$ cat src/rtl/alu_ip.sv
// Registered signed ALU: eight operations selected by sel, one-cycle latency, zero flag.
// Define ALU_IP_SAT_EN to saturate ADD/SUB/MUL to the signed range instead of wrapping.
module alu_ip #(
  parameter int WIDTH = 8
) (
  input  logic             clk,
  input  logic             rst,
  input  logic [2:0]       sel,
  input  logic [WIDTH-1:0] A,
  input  logic [WIDTH-1:0] B,
  output logic [WIDTH-1:0] C,
  output logic             Z
);

  // Free-running datapath: no valid/ready, every edge loads a new result.
  localparam logic [2:0] OP_ADD = 3'd0;
  localparam logic [2:0] OP_SUB = 3'd1;
  localparam logic [2:0] OP_MUL = 3'd2;
  localparam logic [2:0] OP_AND = 3'd3;
  localparam logic [2:0] OP_OR  = 3'd4;
  localparam logic [2:0] OP_XOR = 3'd5;
  localparam logic [2:0] OP_MAX = 3'd6;
  localparam logic [2:0] OP_MIN = 3'd7;

  logic [WIDTH-1:0] add_r;
  logic [WIDTH-1:0] sub_r;
  logic [WIDTH-1:0] mul_r;
  logic [WIDTH-1:0] nxt;
  logic             a_gt_b;

`ifdef ALU_IP_SAT_EN
  localparam logic [WIDTH-1:0] MAXV = {1'b0, {(WIDTH-1){1'b1}}};
  localparam logic [WIDTH-1:0] MINV = {1'b1, {(WIDTH-1){1'b0}}};

  logic [WIDTH:0]     add_w;
  logic [WIDTH:0]     sub_w;
  logic [2*WIDTH-1:0] mul_w;

  // One guard bit is enough to detect add/sub overflow; the multiply
  // keeps the full sign-extended product.
  assign add_w = {A[WIDTH-1], A} + {B[WIDTH-1], B};
  assign sub_w = {A[WIDTH-1], A} - {B[WIDTH-1], B};
  assign mul_w = {{WIDTH{A[WIDTH-1]}}, A} * {{WIDTH{B[WIDTH-1]}}, B};

  always_comb begin
    add_r = add_w[WIDTH-1:0];
    sub_r = sub_w[WIDTH-1:0];
    mul_r = mul_w[WIDTH-1:0];
    if (add_w[WIDTH] != add_w[WIDTH-1]) add_r = add_w[WIDTH] ? MINV : MAXV;
    if (sub_w[WIDTH] != sub_w[WIDTH-1]) sub_r = sub_w[WIDTH] ? MINV : MAXV;
    // Product fits only if the upper WIDTH+1 bits are all copies of the sign.
    if (mul_w[2*WIDTH-1:WIDTH-1] != {(WIDTH+1){mul_w[2*WIDTH-1]}})
      mul_r = mul_w[2*WIDTH-1] ? MINV : MAXV;
  end
`else
  // Low WIDTH bits are identical for signed and unsigned arithmetic.
  assign add_r = A + B;
  assign sub_r = A - B;
  assign mul_r = A * B;
`endif

  assign a_gt_b = $signed(A) > $signed(B);

  always_comb begin
    nxt = '0;
    case (sel)
      OP_ADD:  nxt = add_r;
      OP_SUB:  nxt = sub_r;
      OP_MUL:  nxt = mul_r;
      OP_AND:  nxt = A & B;
      OP_OR:   nxt = A | B;
      OP_XOR:  nxt = A ^ B;
      OP_MAX:  nxt = a_gt_b ? A : B;
      OP_MIN:  nxt = a_gt_b ? B : A;
      default: nxt = '0;
    endcase
  end

  always_ff @(posedge clk) begin
    if (rst) begin
      C <= '0;
      Z <= 1'b1;
    end else begin
      C <= nxt;
      Z <= (nxt == '0);
    end
  end

endmodule

$ cat config.mk
export PLATFORM = sky130hd
export DESIGN_NAME = alu_ip
export DESIGN_NICKNAME = d
export VERILOG_FILES = /design/src/rtl/alu_ip.sv
export SDC_FILE = /design/constraint.sdc
export NUM_CORES = 1
export LEC_CHECK = 0
export BUFFER_PORTS_ARGS = -buffer_cell sky130_fd_sc_hd__buf_4
export CAP_MARGIN = 20
export CORE_MARGIN = 2
export CORE_UTILIZATION = 40
export DETAILED_ROUTE_END_ITERATION = 7
export SETUP_SLACK_MARGIN = 0.2
export SYNTH_ARGS = -nofsm -noshare
export SYNTH_HDL_FRONTEND = slang
export SYNTH_SLANG_ARGS = --single-unit
$ cat constraint.sdc
create_clock -name clk -period 14.8 [get_ports clk]
set_clock_uncertainty 0.05 [all_clocks]
set_input_delay 4.44 -clock clk [delete_from_list [all_inputs] [get_ports clk]]
set_output_delay 4.44 -clock clk [all_outputs]
set_load 0.005 [all_outputs]
==> reports/metrics.csv <==
stage,metric,value,unit
sta,timing.hold.ws,4401,ps
grt,antenna_found_initial,0,
sta,setup_tns,0,ps
logic_synthesis,syn_area,2497,um^2
pwr,p_leak,1.366,nW
cts,cts_root_buf,clkbuf_8,
pwr,finalPower,0.1869,mW
finish,drive_above_1_share,0.1158,
floorplan,die_w,83.02,um
logic_synthesis,synth_xor_area_frac,0.07715,
cts,cts_buffers,3,
pwr,clockPowerShare,0.145,
logic_synthesis,synth_ff_type,dfxtp_1,
route,drt_iter0_markers,174,
grt,first_global_vias,2362,
sta,clock.fmax,0.1201,GHz
pwr,p_sw,0.08424,mW
floorplan,dieArea,6891,um^2
route,avgViaCountPerCell,5.457,
sta,worstMarginPinSlew,567.1,ps
logic_synthesis,synth_cell_types,56,
logic_synthesis,synth_enable_flop_cells,0,
grt,grt-ovfl-total,0,
setup_path,crit_path_max_incr_delay,530,ps
finish,area_growth,11.87,%
placement,globalplace.congestion,0.9336,
grt,grt_max_degree,39,
logic_synthesis,synth_area_per_cell,7.500,um^2
cts,post_cts_buffers,0,
run,max_cap_violations,0,
route,drt-total-wl,6896,um
sta,min_period,8324,ps
grt,grt_pass1_wl,11830,um
sta,drv_slew,0,
sta,slew_headroom,0.6206,
cts,cts_buffer_depth,2,
pwr,swShare,0.4508,
cts,cts_hold_buf,0,
pwr,p_per_area,66.89,nW/um^2
finish,nets,430,
pwr,combinationalPowerShare,0.706,
route,wl_per_cell,16.07,um
logic_synthesis,synth-compound-area-share,0.2154,
setup_path,critPathRequiredTime,14920,ps
cts,clkTransAtPathRegs,40,ps
floorplan,rows,28,
placement,hpwlAfterDp,5768,um
cts,cts_tree,yes,
sta,finalHoldViolCount,0,
floorplan,core,5991,um^2
finish,ff_latch_area,180.2,um^2
setup_path,setup.worst_path.class,in2reg,
setup_path,endpoint_kind,register,
logic_synthesis,synth_nets,408,
pwr,intPower,0.1026,mW
floorplan,die_y,83.02,um
pwr,seq_power_share,0.149,
logic_synthesis,synth-adder-area-share,0.3126,
sta,rsz0062_at_grt,no,
floorplan,start_util,0.4169,
setup_path,crit_family,adder cells,
setup_path,cp.buffers_inverters,5,
cts,cts_sinks,9,
setup_path,crit_fanout,6,
logic_synthesis,ys_ff_latch,9,
logic_synthesis,synth_simple_gate_area_frac,0.1904,
setup_path,crit_chain,buf_4 -> ha_1 -> inv_1 -> fa_1 -> inv_1 -> fa_1 -> ha_1 -> inv_1 -> fa_1 -> inv_1 -> ha_1 -> a21o_1 -> a21oi_1 -> xnor2_1 -> xnor2_1 -> nor4_1 -> o32ai_1 -> a41o_1,
finish,fillers,624,
route,drc,0,
grt,grt_usage,0.2070,
pwr,vdd_drop_max,0.00004609,V
setup_path,path_common_cell,inv_1,
route,drtAntennaViolNets,0,
logic_synthesis,synth_warnings,0,
cts,htreeDepth,1,
setup_path,cp-start-kind,input pin,
finish,n_antenna_cell,0,
sta,setup_viol,0,
logic_synthesis,syn_inst,333,
route,first_pass_iters,4,
finish,multiInputGateArea,2077,um^2
setup_path,crit_arrival,8440,ps
logic_synthesis,synth_top_family_by_area,adder cells,
min_path,min_path_type,in2reg,
route,vias,2341,
logic_synthesis,async_flop_share,0,
setup_path,crit_slowest_cell,fa_1,
logic_synthesis,ys_seq_area_frac,0.07214,
logic_synthesis,muxShareOfSynthArea,0.03607,
sta,period_share,0.5624,
cts,postCtsResizedCells,0,
run_status,status,"finished, final reports clean",
floorplan,io_pins,30,
placement,io_buffers,29,
==> sequential cells by signal (all words and copies together) (netlist names) <==
register  count
C             8
Z             1
==> layout make-up <==
cell class              count  share of cell area
multi-input cells         264              0.7434
flip-flops and latches      9             0.06449
repair buffers             29             0.07792
well taps                  75             0.03359
inverters                  48             0.06449
clock buffers               4             0.01612
==> power by group through the flow <==
stage               clock network [mW]  registers (mW)  logic [mW]
CTS                             0.0279          0.0279       0.132
finish                          0.0271          0.0279       0.132
floorplan                            0          0.0287      0.0947
global route                    0.0293          0.0282       0.149
detailed placement                   0          0.0283       0.132
global placement                     0          0.0283       0.130
==> cell families after synthesis <==
group	Yosys count
DFF	9
adders and majority gates	54
AOI/OAI and AO/OA	78
buffers and inverters	60
and+or+nand+nor	101
muxes	9
xor gates and xnor gates	22
==> routing by layer <==
layer,share of wire,GRT usage,wire [um],vias up
met5,0,0,0,-
met4,0.013,0.03875,92,0
met3,0.067,0.02684,461,8
met2,0.46,0.3431,3186,80
met1,0.46,0.2893,3156,1078
li1,-,-,-,1175
==> per-stage QoR <==
step                area [um^2]  std cells  utilization  setup slack (ps)
floorplan                  2497        333            -              6758
global placement           2749        425       0.4589              6251
detailed placement         2749        425       0.4589              6251
CTS                        2794        429       0.4664              6465
global route               2794        429       0.4664              6220
finish                     2794        429       0.4664              6476
==> worst paths after layout <==
kind	startpoint	endpoint	slack, ps	cells past startpoint
worst max-delay path	A[2]	Z	6480	18
worst min-delay path	rst	C[1]	4400	2
==> cell usage in the layout, fill, tap and decap left out, drive strengths merged, types with 5 or more instances in the layout <==
cell and instances:
nor2 42, xor2 6, a21oi 20, nand2 26, nor2b 6, ha 40, xnor2 16, fa 14
o211ai 5, a31oi 7, o21ai 17, buf 29, mux2i 9, nor3 6, inv 47, nand3 7
dfxtp 9
==> cells in the mapped netlist, drive strengths merged, types with 4 or more instances <==
cell type	number	share of area
clkbuf	4	0.0060
ha	40	0.20
mux2i	9	0.036
a31oi	7	0.018
nor3	6	0.012
o21ai	17	0.034
a21oi	20	0.042
xor2	6	0.021
nor2	42	0.063
nor2b	6	0.015
nand2	26	0.039
o211ai	5	0.021
dfxtp	9	0.072
o22ai	4	0.010
buf	8	0.018
nand3	7	0.014
inv	47	0.071
fa	14	0.11
xnor2	16	0.056
Note: power is estimated with default switching activity, not from simulation.
